`src/rtl/data_buffer_arbiter_pkg.sv`:
```
// Shared constants and types for the endpoint data buffer arbiter.
//   DEPTH / ADDR_W : buffer geometry (64 bytes, 6-bit pointers)
//   ahb_size_e     : AHB access size encodings
//   ahb_state_e    : AHB-side transfer FSM states
//   size_to_beats  : byte beats needed for a given access size
package usb_buffer_pkg;

    localparam int DEPTH  = 64;
    localparam int ADDR_W = 6;

    typedef enum logic [1:0] {
        SIZE_BYTE = 2'd0,
        SIZE_HALF = 2'd1,
        SIZE_WORD = 2'd2
    } ahb_size_e;

    typedef enum logic [1:0] {
        ST_IDLE = 2'd0,
        ST_XFER = 2'd1,
        ST_DONE = 2'd2
    } ahb_state_e;

    // Encoding 3 is not a legal AHB size here; it is treated as a word access.
    function automatic logic [2:0] size_to_beats(input logic [1:0] size);
        case (size)
            SIZE_BYTE: size_to_beats = 3'd1;
            SIZE_HALF: size_to_beats = 3'd2;
            default:   size_to_beats = 3'd4;
        endcase
    endfunction

endpackage

```
`src/rtl/data_buffer_arbiter_if.sv`:
```
// Client-side bus of the data buffer arbiter: the AHB word-access handshake
// plus the USB RX store / TX fetch byte paths.
//   master : AHB slave + USB byte paths (drive requests, receive data)
//   slave  : data_buffer_arbiter
interface data_buffer_arbiter_if;
    logic        ahb_req;
    logic        ahb_write;
    logic [1:0]  ahb_size;
    logic [31:0] ahb_wdata;
    logic [31:0] ahb_rdata;
    logic        ahb_done;
    logic        ahb_err;
    logic        usb_store;
    logic [7:0]  usb_wdata;
    logic        usb_get;
    logic [7:0]  usb_rdata;

    modport master (
        output ahb_req, ahb_write, ahb_size, ahb_wdata,
        input  ahb_rdata, ahb_done, ahb_err,
        output usb_store, usb_wdata, usb_get,
        input  usb_rdata
    );

    modport slave (
        input  ahb_req, ahb_write, ahb_size, ahb_wdata,
        output ahb_rdata, ahb_done, ahb_err,
        input  usb_store, usb_wdata, usb_get,
        output usb_rdata
    );
endinterface

```
`src/rtl/data_buffer_arbiter_buffer_ptr_ctrl.sv`:
```
// FIFO pointer / occupancy bookkeeping for the endpoint buffer.
//   clk, n_rst     : clock, async active-low reset
//   clr            : synchronous clear of both pointers and occupancy
//   inc_wr, inc_rd : one store / one fetch completed this cycle (never both)
//   wr_ptr, rd_ptr : byte pointers, wrap modulo DEPTH
//   occupancy      : bytes held, 0..DEPTH
//   full, empty    : occupancy == DEPTH / occupancy == 0
module buffer_ptr_ctrl
    import usb_buffer_pkg::*;
#(
    parameter int P_DEPTH  = DEPTH,
    parameter int P_ADDR_W = ADDR_W
) (
    input  logic                clk,
    input  logic                n_rst,
    input  logic                clr,
    input  logic                inc_wr,
    input  logic                inc_rd,
    output logic [P_ADDR_W-1:0] wr_ptr,
    output logic [P_ADDR_W-1:0] rd_ptr,
    output logic [P_ADDR_W:0]   occupancy,
    output logic                full,
    output logic                empty
);

    localparam logic [P_ADDR_W:0] FULL_CNT = (P_ADDR_W+1)'(P_DEPTH);

    logic [P_ADDR_W-1:0] wr_ptr_q, wr_ptr_d;
    logic [P_ADDR_W-1:0] rd_ptr_q, rd_ptr_d;
    logic [P_ADDR_W:0]   occ_q, occ_d;

    always_comb begin
        wr_ptr_d = wr_ptr_q;
        rd_ptr_d = rd_ptr_q;
        occ_d    = occ_q;
        if (clr) begin
            wr_ptr_d = '0;
            rd_ptr_d = '0;
            occ_d    = '0;
        end else begin
            if (inc_wr) wr_ptr_d = wr_ptr_q + 1'b1;
            if (inc_rd) rd_ptr_d = rd_ptr_q + 1'b1;
            case ({inc_wr, inc_rd})
                2'b10:   occ_d = occ_q + 1'b1;
                2'b01:   occ_d = occ_q - 1'b1;
                default: occ_d = occ_q;
            endcase
        end
    end

    always_ff @(posedge clk or negedge n_rst) begin
        if (!n_rst) begin
            wr_ptr_q <= '0;
            rd_ptr_q <= '0;
            occ_q    <= '0;
        end else begin
            wr_ptr_q <= wr_ptr_d;
            rd_ptr_q <= rd_ptr_d;
            occ_q    <= occ_d;
        end
    end

    assign wr_ptr    = wr_ptr_q;
    assign rd_ptr    = rd_ptr_q;
    assign occupancy = occ_q;
    assign full      = (occ_q == FULL_CNT);
    assign empty     = (occ_q == '0);

endmodule

```
`src/rtl/data_buffer_arbiter.sv`:
```
// Time-shares the single-port 64x8 endpoint buffer between the AHB-Lite slave
// (1/2/4-byte word accesses, one byte beat per cycle) and the USB byte paths
// (RX store, TX fetch). USB always wins the storage port; an AHB beat that
// loses the port simply waits a cycle.
//   clk, n_rst       : clock, async active-low reset
//   clear, flush     : synchronous buffer clear (protocol ctrl / AHB slave)
//   bus              : AHB + USB client interface (slave modport)
//   mem_addr/we/wdata: storage port, combinational from state and requests
//   mem_rdata        : storage read data, combinational from mem_addr
//   buffer_occupancy : bytes held; empty / full flags
module data_buffer_arbiter
    import usb_buffer_pkg::*;
#(
    parameter int P_DEPTH  = DEPTH,
    parameter int P_ADDR_W = ADDR_W
) (
    input  logic                   clk,
    input  logic                   n_rst,
    input  logic                   clear,
    input  logic                   flush,
    data_buffer_arbiter_if.slave   bus,
    output logic [P_ADDR_W-1:0]    mem_addr,
    output logic                   mem_we,
    output logic [7:0]             mem_wdata,
    input  logic [7:0]             mem_rdata,
    output logic [P_ADDR_W:0]      buffer_occupancy,
    output logic                   empty,
    output logic                   full
);

    ahb_state_e          state_q, state_d;
    logic                write_q, write_d;
    logic [2:0]          beats_q, beats_d;
    logic [1:0]          beat_q, beat_d;
    logic [31:0]         wdata_q, wdata_d;
    logic [31:0]         rdata_q, rdata_d;
    logic                err_q, err_d;
    logic [7:0]          usb_rdata_q, usb_rdata_d;

    logic                clr;
    logic                inc_wr, inc_rd;
    logic [P_ADDR_W-1:0] wr_ptr, rd_ptr;

    assign clr = clear | flush;

    buffer_ptr_ctrl #(
        .P_DEPTH  (P_DEPTH),
        .P_ADDR_W (P_ADDR_W)
    ) u_ptr (
        .clk       (clk),
        .n_rst     (n_rst),
        .clr       (clr),
        .inc_wr    (inc_wr),
        .inc_rd    (inc_rd),
        .wr_ptr    (wr_ptr),
        .rd_ptr    (rd_ptr),
        .occupancy (buffer_occupancy),
        .full      (full),
        .empty     (empty)
    );

    always_comb begin
        state_d     = state_q;
        write_d     = write_q;
        beats_d     = beats_q;
        beat_d      = beat_q;
        wdata_d     = wdata_q;
        rdata_d     = rdata_q;
        err_d       = err_q;
        usb_rdata_d = usb_rdata_q;
        mem_addr    = rd_ptr;
        mem_we      = 1'b0;
        mem_wdata   = '0;
        inc_wr      = 1'b0;
        inc_rd      = 1'b0;

        if (clr) begin
            // Clear overrides everything: no storage access this cycle and
            // an in-flight transfer is reported as aborted.
            if (state_q == ST_XFER) begin
                state_d = ST_DONE;
                err_d   = 1'b1;
            end else if (state_q == ST_DONE) begin
                state_d = ST_IDLE;
            end
        end else begin
            // USB side owns the port whenever it asks; a simultaneous get
            // with a store is illegal and is dropped.
            if (bus.usb_store) begin
                mem_addr = wr_ptr;
                if (!full) begin
                    mem_we    = 1'b1;
                    mem_wdata = bus.usb_wdata;
                    inc_wr    = 1'b1;
                end
            end else if (bus.usb_get) begin
                mem_addr = rd_ptr;
                if (empty) begin
                    usb_rdata_d = 8'h00;
                end else begin
                    usb_rdata_d = mem_rdata;
                    inc_rd      = 1'b1;
                end
            end

            case (state_q)
                ST_IDLE: begin
                    if (bus.ahb_req) begin
                        state_d = ST_XFER;
                        write_d = bus.ahb_write;
                        beats_d = size_to_beats(bus.ahb_size);
                        beat_d  = '0;
                        wdata_d = bus.ahb_wdata;
                        // Zeroed up front so lanes never read (abort) return 0.
                        rdata_d = '0;
                        err_d   = 1'b0;
                    end
                end
                ST_XFER: begin
                    if (!(bus.usb_store || bus.usb_get)) begin
                        if (write_q) begin
                            mem_addr = wr_ptr;
                            if (full) begin
                                err_d = 1'b1;
                            end else begin
                                mem_we    = 1'b1;
                                mem_wdata = wdata_q[8*beat_q +: 8];
                                inc_wr    = 1'b1;
                            end
                        end else begin
                            mem_addr = rd_ptr;
                            if (empty) begin
                                rdata_d[8*beat_q +: 8] = 8'h00;
                                err_d                  = 1'b1;
                            end else begin
                                rdata_d[8*beat_q +: 8] = mem_rdata;
                                inc_rd                 = 1'b1;
                            end
                        end
                        beat_d = beat_q + 1'b1;
                        if ({1'b0, beat_q} == beats_q - 3'd1) state_d = ST_DONE;
                    end
                end
                ST_DONE: state_d = ST_IDLE;
                default: state_d = ST_IDLE;
            endcase
        end
    end

    always_ff @(posedge clk or negedge n_rst) begin
        if (!n_rst) begin
            state_q     <= ST_IDLE;
            write_q     <= 1'b0;
            beats_q     <= '0;
            beat_q      <= '0;
            wdata_q     <= '0;
            rdata_q     <= '0;
            err_q       <= 1'b0;
            usb_rdata_q <= '0;
        end else begin
            state_q     <= state_d;
            write_q     <= write_d;
            beats_q     <= beats_d;
            beat_q      <= beat_d;
            wdata_q     <= wdata_d;
            rdata_q     <= rdata_d;
            err_q       <= err_d;
            usb_rdata_q <= usb_rdata_d;
        end
    end

    assign bus.ahb_done  = (state_q == ST_DONE);
    assign bus.ahb_err   = (state_q == ST_DONE) && err_q;
    assign bus.ahb_rdata = rdata_q;
    assign bus.usb_rdata = usb_rdata_q;

endmodule

```
`src/flat_wrapper.sv`:
```
// flat-port wrapper written by rule: the top's interface ports become plain ports
module data_buffer_arbiter_flat import usb_buffer_pkg::*;
#(
    parameter int P_DEPTH  = DEPTH,
    parameter int P_ADDR_W = ADDR_W
)
  (clk, n_rst, clear, flush, mem_addr, mem_we, mem_wdata, mem_rdata, buffer_occupancy, empty, full, bus_ahb_req, bus_ahb_write, bus_ahb_size, bus_ahb_wdata, bus_ahb_rdata, bus_ahb_done, bus_ahb_err, bus_usb_store, bus_usb_wdata, bus_usb_get, bus_usb_rdata);
  data_buffer_arbiter_if bus_i ();
  input  logic clk;
  input  logic n_rst;
  input  logic clear;
  input  logic flush;
  output logic [P_ADDR_W-1:0] mem_addr;
  output logic mem_we;
  output logic [7:0] mem_wdata;
  input  logic [7:0] mem_rdata;
  output logic [P_ADDR_W:0] buffer_occupancy;
  output logic empty;
  output logic full;
  input wire logic [$bits(bus_i.ahb_req)-1:0] bus_ahb_req;
  input wire logic [$bits(bus_i.ahb_write)-1:0] bus_ahb_write;
  input wire logic [$bits(bus_i.ahb_size)-1:0] bus_ahb_size;
  input wire logic [$bits(bus_i.ahb_wdata)-1:0] bus_ahb_wdata;
  output wire logic [$bits(bus_i.ahb_rdata)-1:0] bus_ahb_rdata;
  output wire logic [$bits(bus_i.ahb_done)-1:0] bus_ahb_done;
  output wire logic [$bits(bus_i.ahb_err)-1:0] bus_ahb_err;
  input wire logic [$bits(bus_i.usb_store)-1:0] bus_usb_store;
  input wire logic [$bits(bus_i.usb_wdata)-1:0] bus_usb_wdata;
  input wire logic [$bits(bus_i.usb_get)-1:0] bus_usb_get;
  output wire logic [$bits(bus_i.usb_rdata)-1:0] bus_usb_rdata;
  assign bus_i.ahb_req = bus_ahb_req;
  assign bus_i.ahb_write = bus_ahb_write;
  assign bus_i.ahb_size = bus_ahb_size;
  assign bus_i.ahb_wdata = bus_ahb_wdata;
  assign bus_ahb_rdata = bus_i.ahb_rdata;
  assign bus_ahb_done = bus_i.ahb_done;
  assign bus_ahb_err = bus_i.ahb_err;
  assign bus_i.usb_store = bus_usb_store;
  assign bus_i.usb_wdata = bus_usb_wdata;
  assign bus_i.usb_get = bus_usb_get;
  assign bus_usb_rdata = bus_i.usb_rdata;
  data_buffer_arbiter #(.P_DEPTH(P_DEPTH), .P_ADDR_W(P_ADDR_W)) u_core (.clk(clk), .n_rst(n_rst), .clear(clear), .flush(flush), .bus(bus_i), .mem_addr(mem_addr), .mem_we(mem_we), .mem_wdata(mem_wdata), .mem_rdata(mem_rdata), .buffer_occupancy(buffer_occupancy), .empty(empty), .full(full));
endmodule
```
`config.mk`:
```
export PLATFORM = sky130hd
export DESIGN_NAME = data_buffer_arbiter_flat
export DESIGN_NICKNAME = d
export VERILOG_FILES = /design/src/rtl/data_buffer_arbiter_pkg.sv /design/src/rtl/data_buffer_arbiter_if.sv /design/src/rtl/data_buffer_arbiter_buffer_ptr_ctrl.sv /design/src/rtl/data_buffer_arbiter.sv /design/src/flat_wrapper.sv
export SDC_FILE = /design/constraint.sdc
export NUM_CORES = 1
export LEC_CHECK = 0
export CAP_MARGIN = 0
export CORE_ASPECT_RATIO = 1.4
export CORE_UTILIZATION = 45
export CTS_CLUSTER_SIZE = 30
export DETAILED_ROUTE_END_ITERATION = 8
export HOLD_SLACK_MARGIN = 0.15
export PLACE_DENSITY_LB_ADDON = 0.15
export SLEW_MARGIN = 10
export SYNTH_ARGS = -nofsm -noshare
export SYNTH_HDL_FRONTEND = slang
export SYNTH_SLANG_ARGS = --single-unit
export TNS_END_PERCENT = 5
```
`constraint.sdc`:
```
create_clock -name clk -period 3.3 [get_ports clk]
set_clock_uncertainty 0.15 [all_clocks]
set_input_delay 0.66 -clock clk [delete_from_list [all_inputs] [get_ports clk]]
set_output_delay 0.66 -clock clk [all_outputs]
set_load 0.01 [all_outputs]
```
Yosys cells after proc, flatten, opt, wreduce, memory -nomap -nowiden
Index checks and enable logic that the tools add are counted.
{"block": "totals", "register_bits": 100, "inputBits": 58, "word_cells": 117}
{"block": "op_classes", "addsub": 7, "eq_ne": 17, "shifts": 4, "n_mux": 60, "bitwise": 3, "n_reduce_logical": 15}
{"op": "32-bit 2-to-1 mux", "n": 4}
{"op": "32-bit bitwise mux", "n": 2}
{"op": "8-bit 2-to-1 mux", "n": 8}
{"op": "32-bit case mux with 2 select lines", "n": 1}
{"op": "6-bit 2-to-1 mux", "n": 9}
{"op": "5-bit negator with 34-bit output", "n": 1}
{"op": "8-bit by 34-bit variable shift with 32-bit output, first input constant", "n": 1}
{"op": "8-bit by 34-bit variable part select with 32-bit output", "n": 1}
{"op": "8-bit by 34-bit variable part select with 32-bit output, first input constant", "n": 1}
{"op": "32-bit by 6-bit variable part select with 8-bit output", "n": 1}
{"op": "1-bit 2-to-1 mux", "n": 22}
{"op": "2-bit 2-to-1 mux", "n": 8}
{"op": "7-bit case mux with 2 select lines", "n": 1}
{"op": "6-bit by 1-bit adder with 6-bit output, second input constant", "n": 2}
{"op": "3-bit by 2-bit != test with 1-bit output, second input constant", "n": 3}
{"op": "2-bit != test, second input constant", "n": 4}
{"op": "2-bit case mux with 2 select lines", "n": 2}
{"op": "4-bit AND reduction", "n": 2}
{"op": "7-bit by 1-bit adder with 7-bit output, second input constant", "n": 1}
{"op": "7-bit equality test, second input constant", "n": 1}
{"op": "7-bit logical NOT", "n": 1}
{"op": "7-bit 2-to-1 mux", "n": 1}
{"op": "7-bit by 1-bit subtractor with 7-bit output, second input constant", "n": 1}
{"op": "2-bit by 1-bit equality test with 1-bit output, second input constant", "n": 3}
{"op": "19 further kinds", "n": 25}

Depth between registers and ports, before layout
{"block": "logic_depth", "ltp_word": 12, "ltp_mapped": 16}

Cells and area by module
Synthesis repeated with hierarchy kept, for this count alone.
{"block": "hier_totals", "hier_cells": 416, "hier_area_um2": 5104.9}
{"module": "data_buffer_arbiter", "instances": 1, "cells_each": 310, "area_per_inst_um2": 4047.6, "seq_area_each_um2": 2026.9}
{"module": "buffer_ptr_ctrl", "instances": 1, "cells_each": 106, "area_per_inst_um2": 1057.3, "seq_area_each_um2": 475.5}

Least setup slack after synthesis
OpenSTA, ideal clock, no wires.
{"block": "synth_path", "path_kind": "flip-flop to flip-flop", "startpoint": "register u_core.state_q[1]", "endpoint": "register u_core.u_ptr.occ_q[4] (netlist: u_core.u_ptr.occupancy[4])", "t_arrival_ps": 3176, "required_ps": 3071, "path_slack_ps": -106, "path_stages_with_launch": 17, "period_less_slack_ps": 3406, "cell_sequence": "dfrtp_1 > inv_1 > ha_1 > buf_2 > nor2b_1 > o21a_1 > and3_1 > ha_1 > clkbuf_1 > buf_2 > xor2_1 > ha_1 > a21boi_0 > o22a_1 > a21bo_2 > a21oi_1 > mux2i_1"}
{"block": "synth_via", "elab_chain_cells": 6}
{"item": "start, declared", "line": "data_buffer_arbiter.sv:31", "text": "ahb_state_e state_q, state_d;"}
{"item": "start signal, assigned", "line": "data_buffer_arbiter.sv:161", "text": "state_q <= state_d;"}
{"item": "2-bit by 1-bit equality test with 1-bit output *", "line": "data_buffer_arbiter.sv:106", "text": "case (state_q)"}
{"item": "1-bit 2-to-1 mux", "line": "data_buffer_arbiter.sv:106"}
{"item": "1-bit 2-to-1 mux", "line": "data_buffer_arbiter.sv:77", "text": "if (clr) begin"}
{"item": "2-bit by 1-bit equality test with 1-bit output / 2-bit equality test (equally long branches)", "line": "data_buffer_arbiter_buffer_ptr_ctrl.sv:43", "text": "case ({inc_wr, inc_rd})"}
{"item": "7-bit case mux with 2 select lines", "line": "data_buffer_arbiter_buffer_ptr_ctrl.sv:43"}
{"item": "7-bit 2-to-1 mux", "line": "data_buffer_arbiter_buffer_ptr_ctrl.sv:36", "text": "if (clr) begin"}
{"item": "end signal, assigned", "line": "data_buffer_arbiter_buffer_ptr_ctrl.sv:55", "text": "occ_q <= '0;"}
{"item": "end signal, assigned", "line": "data_buffer_arbiter_buffer_ptr_ctrl.sv:59", "text": "occ_q <= occ_d;"}
{"item": "end, declared", "line": "data_buffer_arbiter_buffer_ptr_ctrl.sv:30", "text": "logic [P_ADDR_W:0] occ_q, occ_d;"}
Every way passes the cells marked *; elsewhere a longest branch is shown, timed or not.
A chain may end at the register's enable or synchronous reset.

Worst setup path in the final report
{"block": "layout_path", "startpoint": "input bus_usb_get", "endpoint": "output mem_addr[0]"}
{"block": "layout_via", "elab_chain_cells": 4}
{"item": "start, declared", "line": "flat_wrapper.sv:29", "text": "input wire logic [$bits(bus_i.usb_get)-1:0] bus_usb_get;"}
{"item": "1-bit logical OR", "line": "data_buffer_arbiter.sv:120", "text": "if (!(bus.usb_store || bus.usb_get)) begin"}
{"item": "6-bit 2-to-1 mux", "line": "data_buffer_arbiter.sv:120"}
{"item": "6-bit 2-to-1 mux", "line": "data_buffer_arbiter.sv:106"}
{"item": "6-bit 2-to-1 mux", "line": "data_buffer_arbiter.sv:77"}
{"item": "end, declared", "line": "flat_wrapper.sv:13", "text": "output logic [P_ADDR_W-1:0] mem_addr;"}
No other way between the ends.

==> impl_metrics.env <==
export IMPL_start_util_pct=46.8
export IMPL_die_w_um=92.3
export IMPL_max_freq_mhz=317
export IMPL_ys_top_cells_by_area="dfrtp_1 (49%), nand2_1 (14%), ha_1 (3.6%), mux4_2 (3.5%), o21ai_0 (3.1%)"
export IMPL_final_nets=778
export IMPL_worst_path_max_fanout=6
export IMPL_synth_area_per_cell_um2=9.09
export IMPL_start_kind="input pin"
export IMPL_yosys_warnings=0
export IMPL_clockBufferDepth=2
export IMPL_worstSetupEndpointType="output port"
export IMPL_slew_viol_final=0
export IMPL_post_cts_setup_buffers=0
export IMPL_grt_pass1_vias=4375
export IMPL_antenna_found_initial=0
export IMPL_vias=4403
export IMPL_ys_top_cells_by_count="nand2_1 (192), dfrtp_1 (100), o21ai_0 (32), nor2_1 (23), inv_1 (21)"
export IMPL_synth_top_area_cell="dfrtp_1"
export IMPL_finalPower_w=0.00359
export IMPL_peakVddDrop_uv=296
export IMPL_first_pass_iters=4
export IMPL_clk_pin_slew_ps=70
export IMPL_drt_iter0_drc=160
export IMPL_async_reset_ff_share_pct=100
export IMPL_overflow=0
export IMPL_grt_start_max_net_pins=51
export IMPL_synth_main_ff_cell="dfrtp_1"
export IMPL_final_util_pct=63.3
export IMPL_leakagePower_nw=3.31
export IMPL_switchingPower_w=0.00113
export IMPL_finalHoldViolCount=0
export IMPL_yosys_area_top_type_share_pct=48.7
export IMPL_worstPathArrival_ps=2340
export IMPL_root_buffer="clkbuf_16"
export IMPL_slowest_delay_ps=510
export IMPL_cts_buffers=9
export IMPL_hold_slack_ps=199
export IMPL_slew_headroom_pct=56.3
export IMPL_clock_power_share_pct=26.9
export IMPL_fin_crit_sh_pct=95.6
export IMPL_worst_pin_slew_ps=656
export IMPL_cp_buffers_inverters=4
export IMPL_grt_pass1_wl_um=20900
export IMPL_drive_gt1_share_pct=10.4
export IMPL_clk_latency_ps=340
export IMPL_critPathKind="in2out"
export IMPL_power_density_mw_per_mm2=517
export IMPL_coreArea_mm2=0.0110
export IMPL_combPwrFrac_pct=28.3
export IMPL_gp_congestion=0.837
export IMPL_dieArea_mm2=0.0119
export IMPL_internal_power_w=0.00247
export IMPL_cts_tree="yes"
export IMPL_sw_frac_of_total_pct=31.4
export IMPL_maxCapViolCount=0
export IMPL_die_h_um=128
export IMPL_critPathSlowestCell="clkdlybuf4s50_1"
export IMPL_cts_sinks=100
export IMPL_synth_area_mm2=0.00514
export IMPL_path_cells="clkdlybuf4s50_1 > inv_1 > and3_1 > o21ai_1 > buf_4 > mux2_2 > dlygate4sd2_1"
export IMPL_rows=45
export IMPL_wl_um=12400
export IMPL_synth_cell_type_count=51
export IMPL_share_seq_of_total_power_pct=44.8
export IMPL_syn_nets=639
export IMPL_ys_ff_latch=100
export IMPL_post_route_min_period_ps=3150
export IMPL_drc=0
export IMPL_setup_viol=0
export IMPL_syn_instance_count=566
export IMPL_crit_family="buffers and inverters"
export IMPL_antennaDiodeCount=0
export IMPL_track_usage_pct=22.4
export IMPL_rsz0062_at_grt="no"
export IMPL_detail_route_antenna_nets=0
export IMPL_cts_htree_levels=3
export IMPL_ios=124
export IMPL_areaGrowthSynthToFinish_pct=35.2
export IMPL_ctsResizeCount=14
export IMPL_outcome="finished, final reports clean"
export IMPL_synth_edf_count=0
export IMPL_hold_path_class="in2async"
export IMPL_synthMostInstantiatedCell="nand2_1"
export IMPL_hold_buffers=0
export IMPL_viasPerCell=5.17
export IMPL_post_dp_hpwl_um=9320
export IMPL_worst_ep_required_time_ps=2490
export IMPL_finalSetupTns_ps=0
export IMPL_avgRoutedWirePerCell_um=14.6
export IMPL_ys_seq_area_share_pct=48.7
export IMPL_io_buffer_count=123
[final cells by class]
| type | instances | area, µm² |
|---|---|---|
| clock buffers | 11 | 233 |
| multi-input cells | 414 | 2420 |
| flip-flops and latches | 100 | 2500 |
| fillers | 953 | 4030 |
| well taps | 141 | 176 |
| repair buffers | 158 | 1500 |
| clock inverters | 5 | 36.3 |
| inverters | 22 | 82.6 |
[final timing paths]
path / cells past startpoint / slack (ps) / to / startpoint
setup / recovery: 7 / 150 / mem_addr[0] / bus_usb_get
hold / removal: 1 / 200 / u_core.bus.usb_rdata[2] / n_rst
setup reg to reg: 13 / 330 / u_core.u_ptr.occupancy[4] / u_core.state_q[1]
hold reg to reg: 2 / 320 / u_core.bus.usb_rdata[1] / u_core.bus.usb_rdata[1]
max in group asynchronous: 2 / 2120 / u_core.wdata_q[18] / n_rst
min in group clk: 2 / 320 / u_core.bus.usb_rdata[1] / u_core.bus.usb_rdata[1]
[registers in the layout, summed over array words and instances (netlist names)]
name,flops
u_core.state_q,2
u_core.bus.usb_rdata,8
u_core.beats_q,3
u_core.wdata_q,32
u_core.u_ptr.rd_ptr,6
u_core.beat_q,2
u_core.bus.ahb_rdata,32
u_core.err_q,1
u_core.write_q,1
u_core.u_ptr.occupancy,7
u_core.u_ptr.wr_ptr,6
[layer usage]
layer  GRT usage, %  up-vias  share of wire, %
met5              0        -                 0
met1           28.5     2081                42
met4           7.17        0               1.4
met2           38.5      127                51
li1               -     2178                 -
met3           4.26       17               5.4
[kinds of logic (layout without fill, tap and decap cells)]
family | Yosys count | after routing | synth area share [%]
mux | 20 | 20 | 5.99
compound gates | 89 | 89 | 10.9
buf+inv | 52 | 196 | 4.50
xor+xnor | 17 | 17 | 2.90
simple gates | 273 | 273 | 23.4
fa+ha+maj | 15 | 15 | 3.65
flops | 100 | 100 | 48.7
[power groups by stage]
stage	clock, W	combinational (W)	sequential (W)
after floorplan	0	0.000695	0.00158
after global placement	0	0.000988	0.00161
after detailed placement	0	0.00102	0.00163
after CTS	0.000990	0.00103	0.00161
after global routing	0.00104	0.00116	0.00165
final	0.000965	0.00102	0.00161
[worst register-to-register path, cell delays in order, from the launching register on]
cell	delay, ps
dfrtp_1	380
inv_1	150
ha_4	210
nor2b_2	210
o21a_1	150
and3_1	180
ha_1	190
xor2_1	170
ha_1	210
a21boi_0	220
o22a_1	210
nand3b_1	80
a21oi_1	200
mux2i_1	210
[cell usage in the layout, fill, tap and decap left out, types with 9 or more instances in the layout]
cell	netlist	final
clkbuf_16	0	9
nand2_1	192	192
ha_1	15	14
o21ai_0	32	32
nand3_1	16	16
buf_4	2	34
xor2_1	14	14
nor2_1	23	23
inv_1	21	21
a22o_1	9	9
dfrtp_1	100	100
o21ai_1	16	16
clkdlybuf4s50_1	0	108
dlygate4sd2_1	0	14
[metrics by stage]
step | worst slack, ps | cell area [µm²] | instances
after CTS | 99.9 | 6940 | 851
after floorplan | 2.50 | 5150 | 566
final | 146 | 6950 | 851
after global routing | 67.8 | 6950 | 851
after detailed placement | -79.4 | 6690 | 835
after global placement | -77.5 | 6690 | 835
No activity file was read; power rests on OpenSTA's default activity.
